==> config.mk <==
export PLATFORM = sky130hd
export DESIGN_NAME = vga_timing_gen_flat
export DESIGN_NICKNAME = d
export VERILOG_FILES = /design/src/rtl/vga_pkg.sv /design/src/rtl/vga_timing_gen_if.sv /design/src/rtl/vga_axis_seq.sv /design/src/rtl/vga_timing_gen.sv /design/src/flat_wrapper.sv
export SDC_FILE = /design/constraint.sdc
export NUM_CORES = 1
export LEC_CHECK = 0
export BUFFER_PORTS_ARGS = -buffer_cell sky130_fd_sc_hd__clkbuf_2
export CAP_MARGIN = 20
export CORE_AREA = 2 2 59 61
export CTS_CLUSTER_DIAMETER = 40
export DETAILED_ROUTE_END_ITERATION = 10
export DIE_AREA = 0 0 61 63
export PLACE_DENSITY_LB_ADDON = 0.05
export SLEW_MARGIN = 10
export SYNTH_ARGS = -nofsm -noshare
export SYNTH_HDL_FRONTEND = slang
export SYNTH_HIERARCHICAL = 1
export SYNTH_SLANG_ARGS = --single-unit
==> constraint.sdc <==
create_clock -name clk -period 3.1 [get_ports clk]
set_input_delay 0.465 -clock clk [delete_from_list [all_inputs] [get_ports clk]]
set_output_delay 0.465 -clock clk [all_outputs]
set_load 0.01 [all_outputs]
==> src/rtl/vga_pkg.sv <==
// Shared types and default 640x480@60 timing constants for the VGA timing generator.
// Optional feature macro: VGA_FRAME_COUNT_EN (frame counter output).
package vga_pkg;

    localparam int unsigned POS_W = 10;

    localparam int unsigned H_ACTIVE = 640;
    localparam int unsigned H_FP     = 16;
    localparam int unsigned H_SYNC   = 96;
    localparam int unsigned H_BP     = 48;
    localparam int unsigned H_TOTAL  = H_ACTIVE + H_FP + H_SYNC + H_BP;

    localparam int unsigned V_ACTIVE = 480;
    localparam int unsigned V_FP     = 10;
    localparam int unsigned V_SYNC   = 2;
    localparam int unsigned V_BP     = 33;
    localparam int unsigned V_TOTAL  = V_ACTIVE + V_FP + V_SYNC + V_BP;

    localparam int unsigned FCNT_W = 8;

    typedef enum logic [1:0] {
        ACTIVE = 2'd0,
        FRONT  = 2'd1,
        SYNC   = 2'd2,
        BACK   = 2'd3
    } axis_state_t;

endpackage

==> src/rtl/vga_timing_gen_if.sv <==
// Raster timing bus: pixel strobe in, position/sync/visible/pulses out.
// frame_count exists only when VGA_FRAME_COUNT_EN is defined.
interface vga_timing_gen_if;
    import vga_pkg::*;

    logic             pix_en;
    logic [POS_W-1:0] x;
    logic [POS_W-1:0] y;
    logic             hsync;
    logic             vsync;
    logic             visible;
    logic             line_start;
    logic             frame_start;
`ifdef VGA_FRAME_COUNT_EN
    logic [FCNT_W-1:0] frame_count;
`endif

    modport master (
        input  pix_en,
        output x, y, hsync, vsync, visible, line_start, frame_start
`ifdef VGA_FRAME_COUNT_EN
        , output frame_count
`endif
    );

    modport slave (
        output pix_en,
        input  x, y, hsync, vsync, visible, line_start, frame_start
`ifdef VGA_FRAME_COUNT_EN
        , input frame_count
`endif
    );

endinterface

==> src/rtl/vga_axis_seq.sv <==
// One raster axis: segment FSM plus position counter, advancing on adv_i.
// Exposes the next state and the "at last position" flag combinationally.
module vga_axis_seq
    import vga_pkg::*;
#(
    parameter int unsigned ACTIVE_LEN = H_ACTIVE,
    parameter int unsigned FP_LEN     = H_FP,
    parameter int unsigned SYNC_LEN   = H_SYNC,
    parameter int unsigned BP_LEN     = H_BP
) (
    input  logic             clk,
    input  logic             reset,
    input  logic             adv_i,
    output logic [POS_W-1:0] pos_o,
    output axis_state_t      state_c_o,
    output logic             wrap_c_o
);

    localparam int unsigned ACT_END  = ACTIVE_LEN - 1;
    localparam int unsigned FP_END   = ACTIVE_LEN + FP_LEN - 1;
    localparam int unsigned SYNC_END = ACTIVE_LEN + FP_LEN + SYNC_LEN - 1;
    localparam int unsigned LAST     = ACTIVE_LEN + FP_LEN + SYNC_LEN + BP_LEN - 1;

    axis_state_t      state_q, state_d;
    logic [POS_W-1:0] pos_q, pos_d;
    logic             at_last;

    assign at_last = (pos_q == POS_W'(LAST));

    // Reset parks the axis on its last position so the first advance lands on 0/ACTIVE.
    always_ff @(posedge clk or negedge reset) begin
        if (!reset) begin
            state_q <= BACK;
            pos_q   <= POS_W'(LAST);
        end else begin
            state_q <= state_d;
            pos_q   <= pos_d;
        end
    end

    always_comb begin
        state_d = state_q;
        pos_d   = pos_q;
        if (adv_i) begin
            pos_d = at_last ? '0 : pos_q + POS_W'(1);
            case (state_q)
                ACTIVE:  if (pos_q == POS_W'(ACT_END))  state_d = FRONT;
                FRONT:   if (pos_q == POS_W'(FP_END))   state_d = SYNC;
                SYNC:    if (pos_q == POS_W'(SYNC_END)) state_d = BACK;
                BACK:    if (at_last)                   state_d = ACTIVE;
                default:                                state_d = BACK;
            endcase
        end
    end

    assign pos_o     = pos_q;
    assign state_c_o = state_d;
    assign wrap_c_o  = at_last;

endmodule

==> src/rtl/vga_timing_gen.sv <==
// VGA raster timing generator: two chained axis sequencers plus registered sync/visible/pulses.
// Define VGA_FRAME_COUNT_EN to add the 8-bit frame counter output.
module vga_timing_gen
    import vga_pkg::*;
#(
    parameter int unsigned P_H_ACTIVE = vga_pkg::H_ACTIVE,
    parameter int unsigned P_H_FP     = vga_pkg::H_FP,
    parameter int unsigned P_H_SYNC   = vga_pkg::H_SYNC,
    parameter int unsigned P_H_BP     = vga_pkg::H_BP,
    parameter int unsigned P_V_ACTIVE = vga_pkg::V_ACTIVE,
    parameter int unsigned P_V_FP     = vga_pkg::V_FP,
    parameter int unsigned P_V_SYNC   = vga_pkg::V_SYNC,
    parameter int unsigned P_V_BP     = vga_pkg::V_BP
) (
    input  logic              clk,
    input  logic              reset,
    vga_timing_gen_if.master  vga
);

    logic             pix_en;
    logic [POS_W-1:0] h_pos, v_pos;
    axis_state_t      h_state_c, v_state_c;
    logic             h_wrap_c, v_wrap_c;
    logic             v_adv;

    assign pix_en = vga.pix_en;
    assign v_adv  = pix_en & h_wrap_c;

    vga_axis_seq #(
        .ACTIVE_LEN (P_H_ACTIVE),
        .FP_LEN     (P_H_FP),
        .SYNC_LEN   (P_H_SYNC),
        .BP_LEN     (P_H_BP)
    ) u_h_axis (
        .clk       (clk),
        .reset     (reset),
        .adv_i     (pix_en),
        .pos_o     (h_pos),
        .state_c_o (h_state_c),
        .wrap_c_o  (h_wrap_c)
    );

    vga_axis_seq #(
        .ACTIVE_LEN (P_V_ACTIVE),
        .FP_LEN     (P_V_FP),
        .SYNC_LEN   (P_V_SYNC),
        .BP_LEN     (P_V_BP)
    ) u_v_axis (
        .clk       (clk),
        .reset     (reset),
        .adv_i     (v_adv),
        .pos_o     (v_pos),
        .state_c_o (v_state_c),
        .wrap_c_o  (v_wrap_c)
    );

    logic hsync_q, hsync_d;
    logic vsync_q, vsync_d;
    logic visible_q, visible_d;
    logic line_start_q, line_start_d;
    logic frame_start_q, frame_start_d;
`ifdef VGA_FRAME_COUNT_EN
    logic [FCNT_W-1:0] frame_count_q, frame_count_d;
`endif

    // Decode from the axes' next state so the flags line up with the new x/y.
    always_comb begin
        hsync_d       = hsync_q;
        vsync_d       = vsync_q;
        visible_d     = visible_q;
        line_start_d  = 1'b0;
        frame_start_d = 1'b0;
`ifdef VGA_FRAME_COUNT_EN
        frame_count_d = frame_count_q;
`endif
        if (pix_en) begin
            hsync_d       = (h_state_c != SYNC);
            vsync_d       = (v_state_c != SYNC);
            visible_d     = (h_state_c == ACTIVE) && (v_state_c == ACTIVE);
            line_start_d  = h_wrap_c;
            frame_start_d = h_wrap_c & v_wrap_c;
`ifdef VGA_FRAME_COUNT_EN
            if (h_wrap_c & v_wrap_c) frame_count_d = frame_count_q + FCNT_W'(1);
`endif
        end
    end

    always_ff @(posedge clk or negedge reset) begin
        if (!reset) begin
            hsync_q       <= 1'b1;
            vsync_q       <= 1'b1;
            visible_q     <= 1'b0;
            line_start_q  <= 1'b0;
            frame_start_q <= 1'b0;
`ifdef VGA_FRAME_COUNT_EN
            frame_count_q <= '0;
`endif
        end else begin
            hsync_q       <= hsync_d;
            vsync_q       <= vsync_d;
            visible_q     <= visible_d;
            line_start_q  <= line_start_d;
            frame_start_q <= frame_start_d;
`ifdef VGA_FRAME_COUNT_EN
            frame_count_q <= frame_count_d;
`endif
        end
    end

    assign vga.x           = h_pos;
    assign vga.y           = v_pos;
    assign vga.hsync       = hsync_q;
    assign vga.vsync       = vsync_q;
    assign vga.visible     = visible_q;
    assign vga.line_start  = line_start_q;
    assign vga.frame_start = frame_start_q;
`ifdef VGA_FRAME_COUNT_EN
    assign vga.frame_count = frame_count_q;
`endif

endmodule

==> src/flat_wrapper.sv <==
// flat-port wrapper written by rule: the top's interface ports become plain ports
module vga_timing_gen_flat import vga_pkg::*;
#(
    parameter int unsigned P_H_ACTIVE = vga_pkg::H_ACTIVE,
    parameter int unsigned P_H_FP     = vga_pkg::H_FP,
    parameter int unsigned P_H_SYNC   = vga_pkg::H_SYNC,
    parameter int unsigned P_H_BP     = vga_pkg::H_BP,
    parameter int unsigned P_V_ACTIVE = vga_pkg::V_ACTIVE,
    parameter int unsigned P_V_FP     = vga_pkg::V_FP,
    parameter int unsigned P_V_SYNC   = vga_pkg::V_SYNC,
    parameter int unsigned P_V_BP     = vga_pkg::V_BP
)
  (clk, reset, vga_pix_en, vga_x, vga_y, vga_hsync, vga_vsync, vga_visible, vga_line_start, vga_frame_start);
  vga_timing_gen_if vga_i ();
  input  logic clk;
  input  logic reset;
  input wire logic [$bits(vga_i.pix_en)-1:0] vga_pix_en;
  output wire logic [$bits(vga_i.x)-1:0] vga_x;
  output wire logic [$bits(vga_i.y)-1:0] vga_y;
  output wire logic [$bits(vga_i.hsync)-1:0] vga_hsync;
  output wire logic [$bits(vga_i.vsync)-1:0] vga_vsync;
  output wire logic [$bits(vga_i.visible)-1:0] vga_visible;
  output wire logic [$bits(vga_i.line_start)-1:0] vga_line_start;
  output wire logic [$bits(vga_i.frame_start)-1:0] vga_frame_start;
  assign vga_i.pix_en = vga_pix_en;
  assign vga_x = vga_i.x;
  assign vga_y = vga_i.y;
  assign vga_hsync = vga_i.hsync;
  assign vga_vsync = vga_i.vsync;
  assign vga_visible = vga_i.visible;
  assign vga_line_start = vga_i.line_start;
  assign vga_frame_start = vga_i.frame_start;
  vga_timing_gen #(.P_H_ACTIVE(P_H_ACTIVE), .P_H_FP(P_H_FP), .P_H_SYNC(P_H_SYNC), .P_H_BP(P_H_BP), .P_V_ACTIVE(P_V_ACTIVE), .P_V_FP(P_V_FP), .P_V_SYNC(P_V_SYNC), .P_V_BP(P_V_BP)) u_core (.clk(clk), .reset(reset), .vga(vga_i));
endmodule
==> metrics.log, run 1 <==
[metrics] number of buffers created by CTS: 5
[metrics] Vias per Instance: 5.42
[metrics] Slew @ Worst Pin: 696 ps
[metrics] Setup Total Neg Slack: 0 ps
[metrics] first-pass iteration count of the detailed router: 4
[metrics] flip-flop and latch count after synthesis: 29
[metrics] maximum number of pins on one net before global-route repair: 30
[metrics] RSZ-0062 raised after global routing: no
[metrics] PortBufs: 27
[metrics] category of the critical setup timing path: reg2reg
[metrics] starting DRC count in detailed routing: 56
[metrics] vias in the first global route: 1078
[metrics] count of H-tree levels built during CTS: 2
[metrics] asr flop ratio synth: 1.00
[metrics] core footprint: 3230 µm²
[metrics] Area Overhead vs Synth: 17.9%
[metrics] vias: 1203
[metrics] worst reg2reg path depth: 10
[metrics] met3 capacity usage during global routing: 0.0704
[metrics] IO Count: 28
[metrics] status: complete, no violations
[metrics] portion of the post-synthesis area used by sequential elements: 0.496
[metrics] count of distinct cell types in the synthesized netlist: 43
[metrics] EDFF count, synth: 0
[metrics] Die X-Extent: 61 µm
[metrics] Detail Placement HPWL: 2.15 mm
[metrics] cell at the root of the clock tree: sky130_fd_sc_hd__clkbuf_4
[metrics] post-CTS setup-driven buffer insertion count: 0
[metrics] worst hold path class: in2async
[metrics] gr usage total: 0.187
[metrics] CP required: 3370 ps
[metrics] most instantiated flip-flop cell in the synthesis netlist: sky130_fd_sc_hd__dfstp_2
[metrics] headroom to the max-slew limit: 0.536
[metrics] synthesis warning total: 6
[metrics] floorplan die height: 63 µm
[metrics] number of hold buffers added after cts: 0
[metrics] endpoints failing hold: 0
[metrics] area of the die: 3840 µm²
[metrics] Post-Route Utilization: 0.549
[metrics] total overflow reported by the global router: 0
[metrics] net count of the finished layout: 182
[metrics] number of rows created at floorplan: 21
[metrics] post_cts resized: 0
[metrics] average instance area after synthesis: 10.7 µm²
[metrics] data arrival time at the worst-slack endpoint: 2940 ps
[metrics] final worst path period need: 2670 ps
[metrics] sequential standard cell area: 746 µm²
[metrics] Routed Antenna Nets: 0
[metrics] number of fill cells in the layout: 304
[metrics] global-route met2 utilization: 0.233
[metrics] effective utilization at floorplan: 0.465
[metrics] peak supply drop: 0.285 mV
[metrics] post-detailed-route DRC marker count: 0
[metrics] # setup viols final: 0
[metrics] netlist area before placement: 1500 µm²
[metrics] maximum fanout count along the critical path: 6
[metrics] overall power of the completed layout: 0.970 mW
[metrics] Max Clock Skew: 5.27 ps
[metrics] launching element type of the critical path: flop
[metrics] CTS tree: built
[metrics] number of antenna violations at the first check in global routing: 0
[metrics] count of inserted antenna diode cells: 0
[metrics] final worst hold slack: 163 ps
[metrics] TritonCTS sink count: 29
[metrics] source-to-sink clock delay at the later pin of the worst-skew pair: 330 ps
[metrics] weighted congestion reported at the end of routability-driven placement: 0.781
[metrics] Mapped Cells: 141
[metrics] drt total wl: 3.12 mm
[metrics] count of maximum capacitance violations: 0
[metrics] final critical-path share of the clock period: 0.860
[metrics] global-route wire length before repair: 5.29 mm
[metrics] proportion of layout cells with a drive suffix above 1: 0.352
[metrics] clock transition at the register clock pins on the worst setup and hold paths after CTS: 90 ps
[metrics] Most Used Layer, Global Route: met1
[metrics] final slew viol count: 0
[metrics] highest clock frequency the design can meet: 0.375 GHz
[metrics] met1 Track Usage GR: 0.294
[metrics] Syn Nets: 148
[metrics] clock buffer depth: 2
[metrics] multi-input gate area in the final layout: 727 µm²
[metrics] routed wirelength normalized by instance count: 14.0 µm
[metrics] endpoint type of the worst setup path: flop
[metrics] leakage component of the power: 0.802 nW
[metrics] power density of the placed cells: 547 nW/µm²
## stage by stage
stage / std cells / worst slack [ps] / cell area, µm²
global placement: 214 / 517 / 1700
CTS: 222 / 432 / 1770
finish: 222 / 433 / 1770
detailed placement: 214 / 455 / 1700
global route: 222 / 191 / 1770
floorplan: 141 / 148 / 1500
## power breakdown
part / internal, mW / switching, mW
Clock: 0.131 / 0.132
Combinational: 0.0960 / 0.0984
Sequential: 0.445 / 0.0665
## cell type report
type / instances / area share
multi-input cells: 104 / 0.410
well taps: 46 / 0.0325
clock buffers: 7 / 0.0367
flip-flops and latches: 29 / 0.421
repair buffers: 29 / 0.0847
inverters: 6 / 0.0127
clock inverters: 1 / 0.00282
## cell usage after synthesis (2+ instances only)
| cell type | instances | share of area |
|---|---|---|
| sky130_fd_sc_hd__xor2_1 | 3 | 0.017 |
| sky130_fd_sc_hd__dfrtp_1 | 13 | 0.22 |
| sky130_fd_sc_hd__a21o_1 | 2 | 0.010 |
| sky130_fd_sc_hd__nand4b_1 | 2 | 0.012 |
| sky130_fd_sc_hd__o22ai_1 | 2 | 0.0083 |
| sky130_fd_sc_hd__dfstp_2 | 16 | 0.28 |
| sky130_fd_sc_hd__a22o_1 | 2 | 0.012 |
| sky130_fd_sc_hd__mux2i_1 | 2 | 0.013 |
| sky130_fd_sc_hd__nand4_1 | 4 | 0.017 |
| sky130_fd_sc_hd__nor3b_1 | 2 | 0.010 |
| sky130_fd_sc_hd__a31oi_1 | 4 | 0.017 |
| sky130_fd_sc_hd__nor2_1 | 7 | 0.017 |
| sky130_fd_sc_hd__nand2_1 | 13 | 0.032 |
| sky130_fd_sc_hd__ha_1 | 4 | 0.033 |
| sky130_fd_sc_hd__nor2b_1 | 2 | 0.0083 |
| sky130_fd_sc_hd__nor4_1 | 4 | 0.017 |
| sky130_fd_sc_hd__inv_1 | 6 | 0.015 |
| sky130_fd_sc_hd__nor3_1 | 4 | 0.013 |
| sky130_fd_sc_hd__a21oi_1 | 6 | 0.020 |
| sky130_fd_sc_hd__nand3_1 | 7 | 0.023 |
| sky130_fd_sc_hd__xnor2_1 | 9 | 0.052 |
| sky130_fd_sc_hd__and2_1 | 2 | 0.0083 |
| sky130_fd_sc_hd__a41oi_1 | 2 | 0.012 |
| sky130_fd_sc_hd__and3_1 | 4 | 0.017 |
## critical path, cell delays in order, from the launching register on
cell,delay [ps]
sky130_fd_sc_hd__dfstp_2,590
sky130_fd_sc_hd__ha_1,210
sky130_fd_sc_hd__or3b_4,410
sky130_fd_sc_hd__nor3_4,170
sky130_fd_sc_hd__and2_1,180
sky130_fd_sc_hd__and2_1,200
sky130_fd_sc_hd__nand3_1,90
sky130_fd_sc_hd__nor4_1,260
sky130_fd_sc_hd__a311oi_1,150
sky130_fd_sc_hd__nor4_1,190
sky130_fd_sc_hd__mux2_1,160
## cells by family (layout without fill, tap and decap cells)
kind of cell / after synthesis / count (layout) / share of synthesized area
AOI/OAI and AO/OA: 23 / 23 / 0.101
xor gates and xnor gates: 12 / 12 / 0.0699
adders and majority gates: 4 / 4 / 0.0333
buffers and inverters: 8 / 43 / 0.0208
DFF: 29 / 29 / 0.496
muxes: 4 / 4 / 0.0308
and+or+nand+nor: 61 / 61 / 0.248
## routing by layer
layer,wire length (µm),part of all wire,vias up
met1,1620,0.52,588
met5,0,0,-
met2,1300,0.42,28
li1,-,-,582
met4,51,0.016,0
met3,143,0.046,5
## registers in the layout (all words and copies together) (netlist names)
register / cells
u_core/u_h_axis/pos_o: 10
u_core/u_h_axis/state_q: 2
u_core/u_v_axis/pos_o: 10
u_core/u_v_axis/state_q: 2
u_core/vga.frame_start: 1
u_core/vga.hsync: 1
u_core/vga.line_start: 1
u_core/vga.visible: 1
u_core/vga.vsync: 1
## path summary, 6_finish.rpt
kind / slack [ps] / from / to
worst max-delay path: 430 / u_core/u_h_axis/pos_o[0] / u_core/vga.visible
worst min-delay path: 160 / reset / u_core/u_v_axis/pos_o[5]
worst max register to register: 430 / u_core/u_h_axis/pos_o[0] / u_core/vga.visible
worst min register to register: 490 / u_core/vga.hsync / u_core/vga.hsync
max in group asynchronous: 2490 / reset / u_core/u_v_axis/pos_o[1]
min in group clk: 490 / u_core/vga.hsync / u_core/vga.hsync
## layout by cell type, fill, tap and decap left out, types with 3 or more instances in the layout
cell / Yosys / layout
sky130_fd_sc_hd__nand2_1: 13 / 13
sky130_fd_sc_hd__inv_1: 6 / 6
sky130_fd_sc_hd__xnor2_1: 9 / 9
sky130_fd_sc_hd__nor4_1: 4 / 4
sky130_fd_sc_hd__xor2_1: 3 / 3
sky130_fd_sc_hd__dfrtp_1: 13 / 13
sky130_fd_sc_hd__nand4_1: 4 / 4
sky130_fd_sc_hd__dfstp_2: 16 / 16
sky130_fd_sc_hd__a21oi_1: 6 / 6
sky130_fd_sc_hd__clkbuf_2: 0 / 27
sky130_fd_sc_hd__and3_1: 4 / 4
sky130_fd_sc_hd__nor2_1: 7 / 7
sky130_fd_sc_hd__nor3_1: 4 / 4
sky130_fd_sc_hd__a31oi_1: 4 / 4
sky130_fd_sc_hd__clkbuf_4: 0 / 5
sky130_fd_sc_hd__nand3_1: 7 / 7
sky130_fd_sc_hd__ha_1: 4 / 4
Note: power is estimated with default switching activity, not from simulation.
==> run 2, diff against run 1 <==
--- a/config.mk
+++ b/config.mk
@@ -13,2 +13,3 @@
 export DIE_AREA = 0 0 61 63
+export GPL_ROUTABILITY_DRIVEN = 0
 export PLACE_DENSITY_LB_ADDON = 0.05
==> constraint.sdc (replaced) <==
create_clock -name clk -period 3.1 [get_ports clk]
set_input_delay 0.155 -clock clk [delete_from_list [all_inputs] [get_ports clk]]
set_output_delay 0.155 -clock clk [all_outputs]
set_load 0.01 [all_outputs]
==> run 2 against run 1 <==
  * Largest cell class unchanged
  * Largest power group unchanged
  * Sequential power about the same
  * Maximum frequency about the same
  * Cell count up 0.45%
  * Count of clock-buffer cells in the layout unchanged
  * Clock skew barely moved
  * Power barely moved
  * Wire length grew 0.35%
  * Clock power about the same
  * Non-clock buffer count increased by 1
==> metrics.log, run 2 (synthesis results as in run 1) <==
[metrics] multi-input gate area in the final layout: 727 µm² (unchanged)
[metrics] total overflow reported by the global router: 0 (unchanged)
[metrics] CP top delay family: simple AND/OR/NAND/NOR gates (unchanged)
[metrics] floorplan die height: 63 µm (unchanged)
[metrics] CTS tree: built (unchanged)
[metrics] endpoints failing hold: 0 (unchanged)
[metrics] final worst hold slack: 265 ps (was 163 ps)
[metrics] endpoint type of the worst setup path: flop (unchanged)
[metrics] number of hold buffers added after cts: 1 (was 0)
[metrics] Routed Antenna Nets: 0 (unchanged)
[metrics] IO Count: 28 (unchanged)
[metrics] clock transition at the register clock pins on the worst setup and hold paths after CTS: 90 ps (about the same)
[metrics] post_cts resized: 0 (unchanged)
[metrics] drt total wl: 3.13 mm (was 3.12 mm)
[metrics] # setup viols final: 0 (unchanged)
[metrics] peak supply drop: 0.285 mV (about the same)
[metrics] starting DRC count in detailed routing: 59 (was 56)
[metrics] clock buffer depth: 2 (unchanged)
[metrics] post-place setup slack: 455 ps (unchanged)
[metrics] worst hold path class: in2reg (was in2async)
[metrics] number of antenna violations at the first check in global routing: 0 (unchanged)
[metrics] status: complete, no violations (unchanged)
[metrics] effective utilization at floorplan: 0.465 (unchanged)
[metrics] data arrival time at the worst-slack endpoint: 2940 ps (about the same)
[metrics] number of fill cells in the layout: 303 (was 304)
[metrics] Area Overhead vs Synth: 18.6% (was 17.9%)
[metrics] post-CTS setup-driven buffer insertion count: 0 (unchanged)
[metrics] power density of the placed cells: 544 nW/µm² (was 547 nW/µm²)
[metrics] Crit path largest cell delay: 590 ps (about the same)
[metrics] final worst path period need: 2670 ps (about the same)
[metrics] number of buffers created by CTS: 5 (unchanged)
[metrics] vias: 1212 (was 1203)
[metrics] category of the critical setup timing path: reg2reg (unchanged)
[metrics] list of cells traversed by the critical path: ha_1 > or3b_4 > nor3_4 > and2_1 > and2_1 > nand3_1 > nor4_1 > a311oi_1 > nor4_1 > mux2_1 (unchanged)
[metrics] final critical-path share of the clock period: 0.861 (was 0.860)
[metrics] maximum number of pins on one net before global-route repair: 30 (unchanged)
[metrics] routed wirelength normalized by instance count: 14.0 µm (about the same)
[metrics] WHS Path Cells: 2
[metrics] Post-Place Cells: 214 (unchanged)
[metrics] proportion of layout cells with a drive suffix above 1: 0.350 (was 0.352)
[metrics] core footprint: 3230 µm² (unchanged)
[metrics] global-route wire length before repair: 5.29 mm (unchanged)
[metrics] count of maximum capacitance violations: 0 (unchanged)
[metrics] final slew viol count: 0 (unchanged)
[metrics] depth of the critical timing path with buffers and inverters included: 10 (unchanged)
[metrics] Worst Slack Setup Final: 432 ps (was 433 ps)
[metrics] area of the die: 3840 µm² (unchanged)
[metrics] most common cell after layout, fill and taps aside: sky130_fd_sc_hd__clkbuf_2 (unchanged)
[metrics] Crit path buffers/inverters: 0 (unchanged)
[metrics] RSZ-0062 raised after global routing: no (unchanged)
[metrics] commonest cells after routing, fill and taps aside: sky130_fd_sc_hd__clkbuf_2, sky130_fd_sc_hd__dfstp_2, sky130_fd_sc_hd__nand2_1, sky130_fd_sc_hd__dfrtp_1, sky130_fd_sc_hd__xnor2_1 (unchanged)
[metrics] vias in the first global route: 1078 (unchanged)
[metrics] net count of the finished layout: 183 (was 182)
[metrics] number of rows created at floorplan: 21 (unchanged)
[metrics] Vias per Instance: 5.43 (was 5.42)
[metrics] worst reg2reg path depth: 10 (unchanged)
[metrics] Die X-Extent: 61 µm (unchanged)
[metrics] fin cells: 223 (was 222)
[metrics] highest clock frequency the design can meet: 0.375 GHz (about the same)
[metrics] gr usage total: 0.187 (unchanged)
[metrics] maximum fanout count along the critical path: 6 (unchanged)
[metrics] first-pass iteration count of the detailed router: 4 (unchanged)
[metrics] sequential standard cell area: 746 µm² (unchanged)
[metrics] Setup Total Neg Slack: 0 ps (unchanged)
[metrics] post-detailed-route DRC marker count: 0 (unchanged)
[metrics] cell with the largest stage delay on the worst path: sky130_fd_sc_hd__dfstp_2 (unchanged)
[metrics] cell at the root of the clock tree: sky130_fd_sc_hd__clkbuf_4 (unchanged)
[metrics] launching element type of the critical path: flop (unchanged)
[metrics] Detail Placement HPWL: 2.15 mm (unchanged)
[metrics] CP required: 3370 ps (about the same)
[metrics] Max Clock Skew: 5.32 ps (was 5.27 ps)
[metrics] headroom to the max-slew limit: 0.537 (was 0.536)
[metrics] leakage component of the power: 0.806 nW (was 0.802 nW)
[metrics] PortBufs: 27 (unchanged)
[metrics] count of inserted antenna diode cells: 0 (unchanged)
[metrics] TritonCTS sink count: 29 (unchanged)
[metrics] Slew @ Worst Pin: 695 ps (was 696 ps)
[metrics] source-to-sink clock delay at the later pin of the worst-skew pair: 330 ps (about the same)
[metrics] count of H-tree levels built during CTS: 2 (unchanged)
## run 2: cell count changes in the layout (fill, tap and decap cells not counted), sizes merged
| cell | previous run | this run |
|---|---|---|
| dlygate4sd3 | 0 | 1 |
## run 2: where the power goes
part | total [mW] | switching (mW) | internal, mW | leakage (nW)
Sequential | 0.512 | 0.0666 | 0.445 | 0.332
Combinational | 0.195 | 0.0986 | 0.0968 | 0.433
Clock | 0.264 | 0.132 | 0.131 | 0.0413
Total | 0.971 | 0.298 | 0.673 | 0.806
## run 2: stage by stage
stage	instance area [µm²]	util	power, mW
after floorplan	1500	-	0.634
after global placement	1700	0.527	0.706
after detailed placement	1700	0.527	0.713
after CTS	1780	0.552	0.985
after global routing	1780	0.552	1.04
final	1780	0.552	0.971
## run 2: final timing paths
check / start / to / slack, ps
worst max-delay path: u_core/u_h_axis/pos_o[0] / u_core/vga.visible / 430
worst min register to register: u_core/vga.hsync / u_core/vga.hsync / 490
max in group asynchronous: reset / u_core/u_v_axis/pos_o[1] / 2260
worst min-delay path: vga_pix_en / u_core/u_h_axis/pos_o[8] / 260
min in group asynchronous: reset / u_core/u_v_axis/pos_o[5] / 390
worst max register to register: u_core/u_h_axis/pos_o[0] / u_core/vga.visible / 430
## run 2: cell type report
| type | instances | share of cell area |
|---|---|---|
| Sequential cell | 29 | 0.418 |
| Clock inverter | 1 | 0.00281 |
| Timing Repair Buffer | 30 | 0.0898 |
| Tap cell | 46 | 0.0323 |
| Clock buffer | 7 | 0.0365 |
| Multi-Input combinational cell | 104 | 0.408 |
| Inverter | 6 | 0.0126 |
## run 2: metal layers
layer / track usage / vias to the layer above / share of wire / wire length, µm
li1: - / 584 / - / -
met1: 0.294 / 593 / 0.52 / 1620
met2: 0.233 / 30 / 0.42 / 1310
met3: 0.0704 / 5 / 0.047 / 148
met4: 0.0571 / 0 / 0.016 / 51
met5: 0 / - / 0 / 0
